File: config.mk
export PLATFORM = sky130hd
export DESIGN_NAME = multi_edge_detector
export DESIGN_NICKNAME = d
export VERILOG_FILES = /design/src/rtl/edge_pkg.sv /design/src/rtl/edge_chan.sv /design/src/rtl/multi_edge_detector.sv
export SDC_FILE = /design/constraint.sdc
export NUM_CORES = 1
export LEC_CHECK = 0
export CAP_MARGIN = 20
export CORE_ASPECT_RATIO = 0.8
export CORE_MARGIN = 2
export CORE_UTILIZATION = 44
export DETAILED_ROUTE_END_ITERATION = 16
export GPL_TIMING_DRIVEN = 0
export PLACE_DENSITY = 0.8
export SYNTH_ARGS = -nofsm -noshare
export SYNTH_HDL_FRONTEND = slang
export SYNTH_HIERARCHICAL = 1
export SYNTH_SLANG_ARGS = --single-unit
File: constraint.sdc
create_clock -name clk -period 1.1 [get_ports clk]
set_input_delay 0.22 -clock clk [delete_from_list [all_inputs] [get_ports clk]]
set_output_delay 0.22 -clock clk [all_outputs]
set_load 0.1 [all_outputs]
File: src/rtl/edge_pkg.sv
// Shared definitions for the multi-channel edge detector: edge-mode encodings
// and the debounce counter sizing helper.
package edge_pkg;

    localparam logic [1:0] MODE_OFF  = 2'b00;
    localparam logic [1:0] MODE_RISE = 2'b01;
    localparam logic [1:0] MODE_FALL = 2'b10;
    localparam logic [1:0] MODE_BOTH = 2'b11;

    // Counter only has to reach d-1, so $clog2(d) bits, never fewer than one.
    function automatic int unsigned cnt_width(input int unsigned d);
        return (d <= 1) ? 1 : $clog2(d);
    endfunction

endpackage

File: src/rtl/edge_chan.sv
// One detector channel: synchroniser, optional debounce, edge select,
// registered tick plus sticky pending/overflow flags.
module edge_chan
    import edge_pkg::*;
#(
    parameter int unsigned SYNC_STAGES     = 2,
    parameter int unsigned DEBOUNCE_CYCLES = 4
) (
    input  logic       clk,
    input  logic       reset,
    input  logic       level_i,
    input  logic [1:0] mode_i,
    input  logic       clear_i,
    output logic       level_o,
    output logic       tick_o,
    output logic       pending_o,
    output logic       overflow_o
);

    logic [SYNC_STAGES-1:0] sync_q, sync_d;
    logic sync_out;
    logic stable;
    logic prev_q, prev_d;
    logic tick_q, tick_d;
    logic pending_q, pending_d;
    logic overflow_q, overflow_d;
    logic rise, fall, hit;

    always_comb sync_d = {sync_q[SYNC_STAGES-2:0], level_i};
    assign sync_out = sync_q[SYNC_STAGES-1];

    always_ff @(posedge clk or negedge reset) begin
        if (!reset) sync_q <= '0;
        else        sync_q <= sync_d;
    end

    generate
        if (DEBOUNCE_CYCLES > 0) begin : g_debounce
            localparam int unsigned CW = cnt_width(DEBOUNCE_CYCLES);
            localparam logic [CW-1:0] CNT_LAST = CW'(DEBOUNCE_CYCLES - 1);

            logic [CW-1:0] cnt_q, cnt_d;
            logic stable_q, stable_d;

            // Any sample matching the accepted level restarts the count,
            // so only an unbroken run of D differing samples is accepted.
            always_comb begin
                stable_d = stable_q;
                cnt_d    = '0;
                if (sync_out != stable_q) begin
                    if (cnt_q == CNT_LAST) stable_d = sync_out;
                    else                   cnt_d    = cnt_q + 1'b1;
                end
            end

            always_ff @(posedge clk or negedge reset) begin
                if (!reset) begin
                    cnt_q    <= '0;
                    stable_q <= 1'b0;
                end else begin
                    cnt_q    <= cnt_d;
                    stable_q <= stable_d;
                end
            end

            assign stable = stable_q;
        end else begin : g_bypass
            assign stable = sync_out;
        end
    endgenerate

    always_comb begin
        rise = stable & ~prev_q;
        fall = ~stable & prev_q;
        case (mode_i)
            MODE_RISE: hit = rise;
            MODE_FALL: hit = fall;
            MODE_BOTH: hit = rise | fall;
            default:   hit = 1'b0;
        endcase

        prev_d    = stable;
        tick_d    = hit;
        pending_d = hit | (pending_q & ~clear_i);

        // A clear that coincides with a new hit leaves overflow untouched.
        overflow_d = overflow_q;
        if (clear_i) begin
            if (!hit) overflow_d = 1'b0;
        end else if (hit && pending_q) begin
            overflow_d = 1'b1;
        end
    end

    always_ff @(posedge clk or negedge reset) begin
        if (!reset) begin
            prev_q     <= 1'b0;
            tick_q     <= 1'b0;
            pending_q  <= 1'b0;
            overflow_q <= 1'b0;
        end else begin
            prev_q     <= prev_d;
            tick_q     <= tick_d;
            pending_q  <= pending_d;
            overflow_q <= overflow_d;
        end
    end

    assign level_o    = stable;
    assign tick_o     = tick_q;
    assign pending_o  = pending_q;
    assign overflow_o = overflow_q;

endmodule

File: src/rtl/multi_edge_detector.sv
// N independent edge-detector channels with an OR-reduced interrupt of the
// per-channel pending flags.
module multi_edge_detector
    import edge_pkg::*;
#(
    parameter int unsigned N               = 4,
    parameter int unsigned SYNC_STAGES     = 2,
    parameter int unsigned DEBOUNCE_CYCLES = 4
) (
    input  logic           clk,
    input  logic           reset,
    input  logic [N-1:0]   level_i,
    input  logic [2*N-1:0] mode_i,
    input  logic [N-1:0]   clear_i,
    output logic [N-1:0]   level_o,
    output logic [N-1:0]   tick_o,
    output logic [N-1:0]   pending_o,
    output logic [N-1:0]   overflow_o,
    output logic           irq_o
);

    generate
        for (genvar i = 0; i < N; i++) begin : g_chan
            edge_chan #(
                .SYNC_STAGES    (SYNC_STAGES),
                .DEBOUNCE_CYCLES(DEBOUNCE_CYCLES)
            ) u_chan (
                .clk       (clk),
                .reset     (reset),
                .level_i   (level_i[i]),
                .mode_i    (mode_i[2*i+1:2*i]),
                .clear_i   (clear_i[i]),
                .level_o   (level_o[i]),
                .tick_o    (tick_o[i]),
                .pending_o (pending_o[i]),
                .overflow_o(overflow_o[i])
            );
        end
    endgenerate

    assign irq_o = |pending_o;

endmodule

---- Word level (Yosys, flattened, before mapping) ----
Cells that the tools add are included.
operators by class
  $add $sub $neg .......................... 4
  multipliers ............................. 0
  divide/modulo/power cells ............... 0
  order comparisons ....................... 0
  equal/unequal tests ..................... 24
  shift-type cells ........................ 0
  muxes and demuxes ....................... 24
  bitwise logic cells ..................... 32
  reduce and logical (&&, ||, !) cells .... 17
operators by type and width
  operator                                                         count
  2-bit == test, second input constant                             12
  2-bit 2-to-1 mux                                                 8
  2-bit AND reduction                                              8
  1-bit AND                                                        12
  1-bit 2-to-1 mux                                                 12
  1-bit NOT                                                        12
  1-bit case mux with 3 select lines                               4
  2-bit by 1-bit adder with 2-bit output, second input constant    4
  2-bit by 1-bit == test with 1-bit output, second input constant  4
  2-bit inequality test, second input constant                     4
  1-bit OR                                                         8
  2-bit nonzero test                                               4
  1-bit logical AND                                                4
  1-bit inequality test                                            4
  4-bit OR reduction                                               1
word-level totals
  bits in registers ....................... 36
  bits in latches ......................... 0
  RAM bits ................................ 0
  memory bits (read-only) ................. 0
  output and inout port bits .............. 17
  word-level logic and storage cells ...... 129
  memories ................................ 0

---- Longest topological paths before layout ----
Gate-level depths: netlist of the first run.
  word-level depth ........................ 7
  gate-level depth with buffers ........... 6

---- By module ----
Netlist of the first run, hierarchy kept.
modules (own cells, without submodules)
  module               times used  cells each  area each (µm²)  sequential area each (µm²)
  edge_chan            4           30          367.9            225.2
  multi_edge_detector  1           1           7.5              0.0

---- Worst setup path after synthesis of the first run ----
Ideal clock, no wire load.
  path type ............................... reg2out
  start ................................... reg g_chan[1].u_chan.pending_q
  end ..................................... out irq_o
  data arrival time ....................... 1826 ps
  required time ........................... 880 ps
  setup slack ............................. -946 ps
  stages on the path, launching flop included .. 2
  cell sequence ........................... dfrtp_1 > or4_1
between the ends
  longest elaborated chain between the ends .. 1
RTL lines
  what                    line                       text
  from (decl)             edge_chan.sv:25            logic pending_q, pending_d;
  from (signal assigned)  edge_chan.sv:104           pending_q <= pending_d;
  4-bit OR reduction      multi_edge_detector.sv:41  assign irq_o = |pending_o;
  to (decl)               multi_edge_detector.sv:19  output logic irq_o
No other way between the ends.

---- Worst setup path after layout of the first run ----
  start ................................... reg g_chan[0].u_chan.pending_q
  end ..................................... out irq_o
between the ends
  longest elaborated chain between the ends .. 1
RTL lines
  what                    line
  from (decl)             edge_chan.sv:25
  from (signal assigned)  edge_chan.sv:104
  4-bit OR reduction      multi_edge_detector.sv:41
No other way between the ends.

==> results.yml, run 1 <==
worst_setup_path:
  reg2reg_slack_ns: -0.22
  critPathMaxStageDelay_ns: 0.56
  worstRegToRegCells: 5
  worstReg2RegStart: "g_chan[2].u_chan/level_o$_DFFE_PN0P_"
  path_cells: "or4_4 -> buf_12"
  start_kind: "flip-flop"
  cp_slowest_cell: "or4_4"
  setup.worst_path.class: "flip-flop to primary output"
  critPathArrivalTime_ns: 1.46
  worstSetupStartpoint: "g_chan[0].u_chan/pending_o$_DFF_PN0_"
  critPathCaptureType: "primary output"
  rr_endpoint: "g_chan[2].u_chan/pending_o$_DFF_PN0_"
  crit_path_max_fanout: 4
  required_ns: 0.88
synthesis:
  syn_inst: 121
  yosysTopAreaCellShare: 0.609
  ys_ff_latch: 36
  yosysWarnings: 6
  seq_area_frac_synth: 0.609
  synth_area_leaders: "dfrtp_1, ha_1, inv_1, o2bb2ai_2, mux2i_1"
  syn_nets: 151
  synth_area_per_cell_sq_um: 12.2
  synth_cell_types: 15
  syn_area_sq_mm: 0.00148
  yosys.area.top_type: "dfrtp_1"
grt:
  grt_usage: 0.191
  grt.overflow.total: 0
  grt_max_degree: 37
  grt_pass1_wl_um: 5330
  grt_pass1_vias: 1178
  antenna_found_initial: 0
finish:
  syn_to_final_growth_pct: 68.5
  nFillCells: 181
  fin_cells: 225
  register_area_sq_um: 933
  multi_input_area_sq_um: 618
  drive_gt1_frac: 0.524
  fin_nets: 214
  diodes: 0
die:
  initial_utilization: 0.469
  dieHeight_um: 55.9
  dieWidth_um: 68.8
  io-pin-count: 35
  die_area_sq_mm: 0.00384
  core_area_sq_mm: 0.00315
  row_count: 18
clocking:
  numCtsBuffers: 5
  clockRootBuffer: "clkbuf_8"
  clock_latency_ns: 0.28
  cts.clk_slew.worst_paths_ns: 0.07
  cts_num_sinks: 36
  h-tree-depth: 2
  cts_tree: "yes"
  clk_path_buf_depth: 2
drt:
  via_count: 1085
  drc: 0
  vias_per_cell: 4.82
  wl_um: 3510
  drt-wirelength-per-cell_um: 15.6
  dr.first_iter.drc_count: 57
  first_pass_iters: 4
  drtAntennaViolNets: 0
placed_design:
  place_inst: 195
  place.gp.congestion: 0.704
  portBuffers: 34
  hpwl_um: 1860
sta:
  setup_viol: 26
  hold_viol_final: 0
  rsz0062_at_grt: "true"
  worstMarginPinSlew_ns: 0.770
  fin_ws_ns: -0.582
  finalCriticalPeriod_ns: 1.68
  max_freq_ghz: 0.594
  fin_hold_ws_ns: 0.0111
  clock_skew_ns: 0.00393
  timing.slew.headroom: 0.487
  min_period_over_period: 1.53
  slew_violations: 0
run:
  maxCapViolations: 0
run_status:
  status: "complete, but fails checks"
  failed_checks: "setup timing"
min_path:
  hold_class: "primary input to asynchronous set/reset pin"
cells by family (layout without fill, tap and decap cells):
kind of cell,count (synthesis),count (layout),synth area share
adders and majority gates,12,12,0.102
DFF,36,36,0.609
AOI/OAI and AO/OA,20,20,0.105
xor gates and xnor gates,4,4,0.0237
buffers and inverters,24,88,0.0609
muxes,4,4,0.0271
and+or+nand+nor,21,21,0.0728
sequential cells by signal, summed over array words and instances, names as in the netlist:
signal / cells
g_chan.u_chan/sync_q: 8
g_chan.u_chan/level_o: 4
g_chan.u_chan/tick_o: 4
g_chan.u_chan/overflow_o: 4
g_chan.u_chan/prev_q: 4
g_chan.u_chan/g_debounce.cnt_q: 8
g_chan.u_chan/pending_o: 4
synthesized netlist by cell type:
cell	count
dfrtp_1	36
inv_1	24
ha_1	12
nand2_1	8
a21oi_1	4
a21oi_2	4
mux2i_1	4
nor2_2	4
nor2b_1	4
nor3_1	4
o21ai_0	4
o21ai_1	4
o2bb2ai_2	4
xnor2_1	4
or4_1	1
worst max path at each step:
stage                                           end  slack (ns)  depth (start not counted)
6_report                                      irq_o       -0.58                          2
5_1_grt                                       irq_o       -0.61                          2
4_1_cts                                       irq_o       -0.59                          2
3_5_place_dp                                  irq_o       -1.08                          2
3_3_place_gp   g_chan[0].u_chan/level_o$_DFFE_PN0P_       -1.10                          1
2_1_floorplan                                 irq_o       -0.48                          1
timing repair:
item                       4_1_cts  5_1_grt
pin swaps                        4        8
buffers inserted                14        8
hold buffers                     0        0
gates resized for setup        158       18
cloned                           0        0
setup endpoints to repair       29       34
layout by cell type (no fill, tap or decap), types with 4 or more instances in the layout:
| cell type | synthesis | final |
|---|---|---|
| o21ai_1 | 4 | 4 |
| ha_2 | 0 | 4 |
| clkbuf_8 | 0 | 7 |
| inv_4 | 0 | 4 |
| nor2_2 | 4 | 4 |
| clkdlybuf4s50_1 | 0 | 16 |
| a21oi_1 | 4 | 4 |
| dfrtp_2 | 0 | 11 |
| inv_1 | 24 | 19 |
| nor2b_1 | 4 | 4 |
| buf_4 | 0 | 20 |
| o2bb2ai_2 | 4 | 4 |
| ha_4 | 0 | 4 |
| ha_1 | 12 | 4 |
| buf_12 | 0 | 15 |
| dfrtp_4 | 0 | 5 |
| dfrtp_1 | 36 | 20 |
| nand2_1 | 8 | 8 |
critical path, delay by kind of cell, from the launching register on:
family / cells / cell delay, ns
buffers and inverters: 1 / 0.18
DFF: 1 / 0.43
and+or+nand+nor: 1 / 0.56
metrics by stage:
stage          TNS [ns]  utilization  worst slack (ns)  cell area, sq um
2_1_floorplan     -3.56            -            -0.482              1520
3_3_place_gp     -46.57        0.604             -1.10              1910
3_5_place_dp     -12.57        0.603             -1.08              1900
4_1_cts           -3.11        0.744            -0.589              2340
5_1_grt           -4.45        0.790            -0.610              2490
6_report          -3.41        0.790            -0.582              2490
cell type report:
type,count,share of cell area
tap,40,0.0201
timing repair buffer,56,0.267
clock inverter,1,0.0120
inverter,24,0.0402
multi-input combinational,61,0.248
clock buffer,7,0.0387
sequential,36,0.374
metal layers:
| metal | routed length [um] | part of all wire | track usage | vias up |
|---|---|---|---|---|
| li1 | - | - | - | 511 |
| met1 | 1370 | 0.39 | 0.218 | 542 |
| met2 | 1910 | 0.55 | 0.327 | 25 |
| met3 | 155 | 0.044 | 0.0587 | 7 |
| met4 | 63 | 0.018 | 0.0756 | 0 |
| met5 | 0 | 0 | 0 | - |
Power of run 1 is not shown: default switching activity piles up to over one toggle a cycle in this logic, so the estimate is an artifact.
==> run 2, diff against run 1 <==
--- a/config.mk
+++ b/config.mk
@@ -11,8 +11,7 @@
 export CORE_UTILIZATION = 44
 export DETAILED_ROUTE_END_ITERATION = 16
 export GPL_TIMING_DRIVEN = 0
-export PLACE_DENSITY = 0.8
+export PLACE_DENSITY = 0.79
 export SYNTH_ARGS = -nofsm -noshare
 export SYNTH_HDL_FRONTEND = slang
-export SYNTH_HIERARCHICAL = 1
 export SYNTH_SLANG_ARGS = --single-unit
==> run 2 against run 1 <==
The flow still finishes with violations (setup timing). First-iteration DRC count fell by 19%. Critical path depth rose by 3. Core utilization down 8.2 points. Sequential cell count unchanged. Area after synthesis increased by 6.1%. Worst hold slack lost 0.00094 ns. Clock skew about the same. Sequential share of layout area decreased by 0.092 points. Critical path type is now flip-flop to flip-flop. Highest routed layer unchanged.
==> results.yml, run 2 <==
synthesis:
  synthTopCellsByCount: "dfrtp_1, inv_1, buf_4, ha_1, o21ai_0"
  ys_async_sr_fraction: 1.00
  seq_area_frac_synth: 0.574
  syn_area_sq_mm: 0.00157
  synth_area_per_cell_sq_um: 11.4
  synth_most_common_cell: "dfrtp_1"
  syn_nets: 168
  syn_inst: 138
  ys.flop_type: "dfrtp_1"
  yosys.area.top_type: "dfrtp_1"
  yosysWarnings: 0
  synth_area_leaders: "dfrtp_1, ha_1, buf_4, inv_1, o21ai_0"
  yosysTopAreaCellShare: 0.574
  synth_cell_types: 21
  ys_ff_latch: 36
  synth_edf_count: 0
min_path:
  hold_class: "primary input to asynchronous set/reset pin"
sta:
  clock_skew_ns: 0.00401
  fin_ws_ns: -0.292
  setup_viol: 23
  fin_hold_ws_ns: 0.0102
  timing.slew.headroom: 0.488
  rsz0062_at_grt: "true"
  slew_violations: 0
  min_period_over_period: 1.27
  max_freq_ghz: 0.719
  finalCriticalPeriod_ns: 1.39
  worstMarginPinSlew_ns: 0.768
  hold_viol_final: 0
finish:
  drive_gt1_frac: 0.420
  reg_top3: "g_chan.u_chan.g_debounce.cnt_q x8, g_chan.u_chan.sync_q x8"
  layout_common_cells: "dfrtp_1, buf_4, clkdlybuf4s50_1, buf_12, inv_1"
  fin_nets: 218
  layout_commonest_cell: "dfrtp_1"
  syn_to_final_growth_pct: 54.5
  diodes: 0
drt:
  wl_met1_um: 1180
  via_count: 1097
  drtAntennaViolNets: 0
  routed.top_layer: "met4"
  dr.first_iter.drc_count: 46
  drt-wirelength-per-cell_um: 13.2
  wl_um: 3030
  first_pass_iters: 4
  wl_met2_um: 1630
  met3WireLength_um: 177
  vias_per_cell: 4.77
  drc: 0
clocking:
  clockRootBuffer: "clkbuf_8"
  h-tree-depth: 2
  numCtsBuffers: 5
  cts_tree: "yes"
  cts_num_sinks: 36
  clk_path_buf_depth: 2
  cts.clk_slew.worst_paths_ns: 0.07
  clock_latency_ns: 0.28
grt:
  antenna_found_initial: 0
  grt_max_degree: 37
  grt_usage: 0.161
  grt_pass1_vias: 1153
  grt_pass1_wl_um: 5030
  grt.overflow.total: 0
placed_design:
  place.gp.congestion: 0.816
  portBuffers: 34
  hpwl_um: 1940
die:
  die_area_sq_mm: 0.00406
  dieHeight_um: 57.4
  dieWidth_um: 70.8
  core_area_sq_mm: 0.00342
  row_count: 19
  io-pin-count: 35
  initial_utilization: 0.458
worst_setup_path:
  reg2reg_slack_ns: -0.29
  start_kind: "flip-flop"
  required_ns: 1.27
  critPathMaxStageDelay_ns: 0.41
  setup.worst_path.class: "flip-flop to flip-flop"
  crit_path_max_fanout: 4
  path_cells: "ha_1 -> nand2b_4 -> a21boi_4 -> nor2_2 -> o311ai_2"
  cp_slowest_cell: "dfrtp_1"
  worstRegToRegCells: 5
  critPathCaptureType: "flip-flop"
  critPathArrivalTime_ns: 1.56
run:
  maxCapViolations: 0
run_status:
  status: "complete, but fails checks"
  failed_checks: "setup timing"
run 2: cell families after synthesis:
| family | count (synthesis) | synth area share |
|---|---|---|
| xor+xnor | 4 | 0.0223 |
| flops | 36 | 0.574 |
| mux | 3 | 0.0191 |
| compound gates | 20 | 0.0774 |
| fa+ha+maj | 12 | 0.0957 |
| simple gates | 25 | 0.0821 |
| buf+inv | 38 | 0.129 |
run 2: cell type report:
class / count / area (sq um)
clock buffer: 7 / 96.3
fill: 216 / 998
inverter: 22 / 82.6
buffer: 6 / 63.8
multi-input combinational: 64 / 573
tap: 42 / 52.6
sequential: 36 / 906
timing repair buffer: 53 / 651
run 2: path summary, 6_finish.rpt:
kind | end | startpoint
worst max register to register | g_chan[2].u_chan.overflow_o$_DFFE_PN0P_ | g_chan[2].u_chan.level_o$_DFFE_PN0P_
worst min register to register | g_chan[1].u_chan.sync_q[1]$_DFF_PN0_ | g_chan[1].u_chan.sync_q[0]$_DFF_PN0_
worst max-delay path | g_chan[2].u_chan.overflow_o$_DFFE_PN0P_ | g_chan[2].u_chan.level_o$_DFFE_PN0P_
min in group clk | g_chan[1].u_chan.sync_q[1]$_DFF_PN0_ | g_chan[1].u_chan.sync_q[0]$_DFF_PN0_
worst min-delay path | g_chan[2].u_chan.tick_o$_DFF_PN0_ | reset
max in group asynchronous | g_chan[1].u_chan.level_o$_DFFE_PN0P_ | reset
run 2: timing repair:
| action | CTS | global route |
|---|---|---|
| resized for setup | 173 | 21 |
| pin swaps | 3 | 7 |
| setup buffers | 11 | 8 |
| endpoints found under the setup margin | 29 | 27 |
| hold buffers | 0 | 0 |
run 2: critical path, delay by kind of cell, from the launching register on:
family	cells	cell delay, ns
DFF	1	0.41
and+or+nand+nor	2	0.22
adders and majority gates	1	0.28
AOI/OAI and AO/OA	2	0.38
run 2: stage by stage:
stage | worst slack (ns) | cells | instance area [sq um] | setup TNS [ns] | utilization
2_1_floorplan | -0.454 | 138 | 1570 | -0.844 | -
3_3_place_gp | -0.871 | 214 | 1960 | -44.80 | 0.573
3_5_place_dp | -0.800 | 214 | 1960 | -14.35 | 0.572
4_1_cts | -0.327 | 225 | 2320 | -2.77 | 0.677
5_1_grt | -0.359 | 230 | 2420 | -3.73 | 0.708
6_report | -0.292 | 230 | 2420 | -2.55 | 0.708
run 2: layer usage:
metal,GRT usage,up-vias
met5,0,-
met2,0.292,29
met1,0.178,540
met4,0.0431,0
li1,-,523
met3,0.0618,5
Power of run 2 is left out for the same reason.
